**src/rtl/hazard_sequencer.sv**
```systemverilog
`default_nettype none
// ============================================================================
// Module  : hazard_sequencer
// Brief   : EX-stage forwarding, load-use/branch hazard control and mul/div
//           sequencing for the 5-stage RV32 pipeline.
// Revision: 1.0 - initial release
// ============================================================================
module hazard_sequencer #(
    parameter int MC_TIMEOUT = 64,
    parameter int CNT_W      = 16
) (
    input  logic             clk,
    input  logic             rst,
    input  logic [4:0]       Rs1_D,
    input  logic [4:0]       Rs2_D,
    input  logic [4:0]       Rs1_E,
    input  logic [4:0]       Rs2_E,
    input  logic [4:0]       RD_E,
    input  logic [4:0]       RD_M,
    input  logic [4:0]       RD_W,
    input  logic             RegWriteM,
    input  logic             RegWriteW,
    input  logic             ResultSrcE,
    input  logic             PCSrcE,
    input  logic             McReqE,
    input  logic             McDoneE,
    output logic [1:0]       ForwardA_E,
    output logic [1:0]       ForwardB_E,
    output logic             StallF,
    output logic             StallD,
    output logic             StallE,
    output logic             FlushD,
    output logic             FlushE,
    output logic             McStart,
    output logic             McAbort,
    output logic [CNT_W-1:0] StallCount
);

    typedef enum logic [0:0] {
        RUN     = 1'b0,
        MC_WAIT = 1'b1
    } state_t;

    localparam logic [7:0] c_TMO_LAST = 8'(MC_TIMEOUT - 1);

    state_t           state_q, state_d;
    logic [7:0]       timer_q, timer_d;
    logic             abort_q, abort_d;
    logic [CNT_W-1:0] cnt_q;
    logic             w_load_use;

    function automatic logic [1:0] fwd_sel(
        input logic [4:0] rs,
        input logic       rwm,
        input logic [4:0] rdm,
        input logic       rww,
        input logic [4:0] rdw
    );
        logic [1:0] sel;
        sel = 2'b00;
        if (rwm && (rdm != 5'd0) && (rdm == rs)) begin
            sel = 2'b10;
        end else if (rww && (rdw != 5'd0) && (rdw == rs)) begin
            sel = 2'b01;
        end
        return sel;
    endfunction

    assign w_load_use = ResultSrcE && (RD_E != 5'd0) &&
                        ((RD_E == Rs1_D) || (RD_E == Rs2_D));

    always_comb begin
        ForwardA_E = 2'b00;
        ForwardB_E = 2'b00;
        StallF     = 1'b0;
        StallD     = 1'b0;
        StallE     = 1'b0;
        FlushD     = 1'b0;
        FlushE     = 1'b0;
        McStart    = 1'b0;
        state_d    = state_q;
        timer_d    = timer_q;
        abort_d    = abort_q;
        if (!rst) begin
            ForwardA_E = fwd_sel(Rs1_E, RegWriteM, RD_M, RegWriteW, RD_W);
            ForwardB_E = fwd_sel(Rs2_E, RegWriteM, RD_M, RegWriteW, RD_W);
            case (state_q)
                RUN: begin
                    if (PCSrcE) begin
                        FlushD = 1'b1;
                        FlushE = 1'b1;
                    end else if (McReqE) begin
                        // Freeze the front end from the launch cycle onward.
                        McStart = 1'b1;
                        StallF  = 1'b1;
                        StallD  = 1'b1;
                        StallE  = 1'b1;
                        state_d = MC_WAIT;
                        timer_d = 8'd0;
                    end else if (w_load_use) begin
                        StallF = 1'b1;
                        StallD = 1'b1;
                        FlushE = 1'b1;
                    end
                end
                MC_WAIT: begin
                    // Completion wins over a coincident timeout.
                    if (McDoneE) begin
                        state_d = RUN;
                    end else if (timer_q == c_TMO_LAST) begin
                        state_d = RUN;
                        abort_d = 1'b1;
                    end else begin
                        StallF  = 1'b1;
                        StallD  = 1'b1;
                        StallE  = 1'b1;
                        timer_d = timer_q + 8'd1;
                    end
                end
                default: state_d = RUN;
            endcase
        end
    end

    always_ff @(posedge clk) begin
        if (rst) begin
            state_q <= RUN;
            timer_q <= 8'd0;
            abort_q <= 1'b0;
            cnt_q   <= '0;
        end else begin
            state_q <= state_d;
            timer_q <= timer_d;
            abort_q <= abort_d;
            if (StallF && (cnt_q != {CNT_W{1'b1}})) begin
                cnt_q <= cnt_q + 1'b1;
            end
        end
    end

    assign McAbort    = abort_q;
    assign StallCount = cnt_q;

endmodule
`default_nettype wire

```
**config.mk**
```make
export PLATFORM = sky130hd
export DESIGN_NAME = hazard_sequencer
export DESIGN_NICKNAME = d
export VERILOG_FILES = /design/src/rtl/hazard_sequencer.sv
export SDC_FILE = /design/constraint.sdc
export NUM_CORES = 1
export LEC_CHECK = 0
export ABC_AREA = 1
export BUFFER_PORTS_ARGS = -buffer_cell sky130_fd_sc_hd__buf_2
export CORE_MARGIN = 2
export CORE_UTILIZATION = 50
export DETAILED_ROUTE_END_ITERATION = 8
export PLACE_DENSITY = 0.8
export SLEW_MARGIN = 30
export SYNTH_ARGS = -nofsm -noshare
export SYNTH_HDL_FRONTEND = slang
export SYNTH_SLANG_ARGS = --single-unit
```
**constraint.sdc**
```tcl
create_clock -name clk -period 6.3 [get_ports clk]
set_clock_uncertainty 0.15 [all_clocks]
set_input_delay 1.26 -clock clk [delete_from_list [all_inputs] [get_ports clk]]
set_output_delay 1.26 -clock clk [all_outputs]
set_load 0.01 [all_outputs]
```
==> impl_metrics.env <==
export IMPL_setup_tns_ps=0
export IMPL_power_density_mw_per_mm2=137
export IMPL_path_clk_slew_ps=90
export IMPL_period_share=0.665
export IMPL_rrSetupSlack_ps=3950
export IMPL_intPower_uw=237
export IMPL_grt_start_max_net_pins=29
export IMPL_endpoint_kind="output pin"
export IMPL_slew_viol_final=0
export IMPL_ios=70
export IMPL_area_delta_synth_final_pct=19.4
export IMPL_ys_seq_area_frac=0.254
export IMPL_share_seq_of_total_power=0.504
export IMPL_grt_overflow_total=0
export IMPL_nets=432
export IMPL_clockPowerShare=0.283
export IMPL_synthXorXnorAreaFrac=0.162
export IMPL_synth_simple_gate_area_share=0.393
export IMPL_die_x_um=68.0
export IMPL_cts_tree="done"
export IMPL_htreeDepth=1
export IMPL_avgSynthCellArea_um2=6.36
export IMPL_routed_via_density=5.09
export IMPL_crit_arrival_ps=2780
export IMPL_synth_top_family_by_area="simple AND/OR/NAND/NOR gates"
export IMPL_hp_class="register to register"
export IMPL_clock_latency_ps=270
export IMPL_crit_fanout=28
export IMPL_vias=2213
export IMPL_worstMarginPinSlew_ps=774
export IMPL_cts_hold_buf=0
export IMPL_dieArea_mm2=0.00463
export IMPL_period_needed_ps=4190
export IMPL_yosysWarnings=0
export IMPL_grt_pass1_wl_um=7870
export IMPL_gp_congestion=0.879
export IMPL_p_leak_nw=1.11
export IMPL_synth_cell_area_mm2=0.00205
export IMPL_dp_hpwl_um=3710
export IMPL_worst_slew_margin_rel=0.484
export IMPL_antenna_found_initial=0
export IMPL_rsz0062_at_grt="false"
export IMPL_synth_fp_nets=367
export IMPL_track_usage=0.217
export IMPL_p_sw_frac=0.289
export IMPL_post_cts_buffers=0
export IMPL_muxShareOfSynthArea=0
export IMPL_cap_violations=0
export IMPL_path_class="primary input to output pin"
export IMPL_ys_seq_elements=26
export IMPL_total_power_uw=334
export IMPL_io_buffers=69
export IMPL_synth_fa_ha_area_frac=0.0122
export IMPL_drt_first_pass_iters=4
export IMPL_wire_per_inst_um=11.1
export IMPL_startpoint_type="primary input"
export IMPL_core_area_mm2=0.00397
export IMPL_yosysUniqueCellTypes=34
export IMPL_cts_sinks=26
export IMPL_outcome="complete, no violations"
export IMPL_wl_um=4810
export IMPL_clockBufferDepth=2
export IMPL_crit_required_ps=4890
export IMPL_numCtsBuffers=3
export IMPL_final_core_util=0.616
export IMPL_setup_viol=0
export IMPL_initial_utilization=0.516
export IMPL_vdd_drop_max_v=0.000106
export IMPL_p_sw_uw=96.7
export IMPL_clock_root_buffer="clkbuf_8"
export IMPL_drc=0
export IMPL_diodes=0
export IMPL_power_frac_comb=0.214
export IMPL_grt_pass1_vias=1931
export IMPL_max_freq_mhz=239
export IMPL_fp_row_count=23
export IMPL_postRouteAntennaNets=0
export IMPL_chipHeight_um=68.0
export IMPL_syn_inst=322
export IMPL_drt_iter0_markers=101
export IMPL_hold_viol=0
export IMPL_synth_compound_area_frac=0.0812
export IMPL_drive_gt1_frac=0.239
export IMPL_cts_resized=0
-- power by group through the flow --
stage / Clock, mW / Sequential, mW / Combinational, mW
4_1_cts: 0.0979 / 0.168 / 0.0716
2_1_floorplan: 0 / 0.172 / 0.0438
6_report: 0.0944 / 0.168 / 0.0714
5_1_grt: 0.102 / 0.169 / 0.0804
3_5_place_dp: 0 / 0.172 / 0.0712
3_3_place_gp: 0 / 0.172 / 0.0701
-- worst max-delay path, stage by stage --
cell and delay, ps:
buf_2 270, clkinv_1 220, nand2_1 80, a21oi_2 580
and2_1 230, buf_2 130
-- stage by stage --
step           area, µm²  instances  setup slack (ps)  hold slack (ps)
2_1_floorplan       2050        322              2470              281
3_3_place_gp        2400        432              2170              301
3_5_place_dp        2400        432              2140              310
4_1_cts             2450        435              2140              323
5_1_grt             2450        435              1950              338
6_report            2450        435              2110              322
-- state kept, by name, summed over array words and instances (netlist names) --
name        count
McAbort         1
StallCount     16
state_q         1
timer_q         8
-- logic make-up after synthesis --
group | Yosys count
compound gates | 31
xor+xnor | 38
fa+ha+maj | 2
buf+inv | 48
flops | 26
simple gates | 177
-- per-layer routing --
metal / part of all wire / wire length, µm / global-route usage / up-vias
met5: 0 / 0 / 0 / -
met4: 0.010 / 49 / 0.0575 / 0
met3: 0.045 / 218 / 0.0362 / 7
met2: 0.51 / 2470 / 0.413 / 52
met1: 0.43 / 2070 / 0.248 / 991
li1: - / - / - / 1163
-- final timing paths --
kind | startpoint | endpoint | cells past startpoint
max | rst | StallF | 6
min | timer_q[0] | timer_q[0] | 1
max reg2reg | timer_q[0] | StallCount[13] | 9
min reg2reg | timer_q[0] | timer_q[0] | 1
-- synthesized netlist by cell type --
master / instances / area [µm²]
a21oi_1: 23 / 115
a21oi_2: 1 / 8.76
a31oi_1: 1 / 6.26
and2_1: 1 / 6.26
buf_1: 1 / 3.75
buf_2: 3 / 15.0
buf_4: 2 / 15.0
buf_6: 1 / 11.3
clkbuf_1: 2 / 7.51
clkinv_1: 2 / 7.51
dfxtp_1: 26 / 521
ha_1: 2 / 25.0
inv_1: 27 / 101
inv_2: 10 / 37.5
nand2_1: 86 / 323
nand2_2: 3 / 18.8
nand3_1: 18 / 90.1
nand3_4: 1 / 17.5
nand4_1: 17 / 106
nor2_1: 35 / 131
nor2_4: 1 / 11.3
nor3_1: 6 / 30.0
nor3_2: 2 / 20.0
nor3b_1: 1 / 7.51
nor3b_2: 1 / 12.5
nor4_1: 4 / 25.0
o211ai_1: 1 / 7.51
o21a_1: 1 / 7.51
o21ai_0: 2 / 10.0
o21ai_1: 1 / 5.00
o22ai_1: 1 / 6.26
or2_2: 1 / 6.26
xnor2_1: 13 / 114
xor2_1: 25 / 219
-- area by class of cell --
cell class	count	area, µm²
Sequential cell	26	520
Inverter	39	146
Timing Repair Buffer	69	345
Tap cell	50	62.6
Multi-Input combinational cell	248	1330
Fill cell	387	1530
Clock buffer	3	41.3
-- cells in the final DEF (no fill, tap or decap) --
cell type / count
clkinv_1: 2
nor2_1: 35
dfxtp_1: 26
o211ai_1: 1
ha_1: 2
nor3b_1: 1
or2_2: 1
o22ai_1: 1
nand2_1: 86
clkbuf_8: 3
a21oi_1: 23
a21oi_2: 1
a31oi_1: 1
nand3_4: 1
inv_1: 27
nor2_4: 1
xor2_1: 25
xnor2_1: 13
nand2_2: 3
o21a_1: 1
and2_1: 1
nand4_1: 17
o21ai_1: 1
o21ai_0: 2
inv_2: 10
nor3b_2: 1
nand3_1: 18
buf_2: 69
nor4_1: 4
nor3_1: 6
nor3_2: 2
No activity file was read; power rests on OpenSTA's default activity.
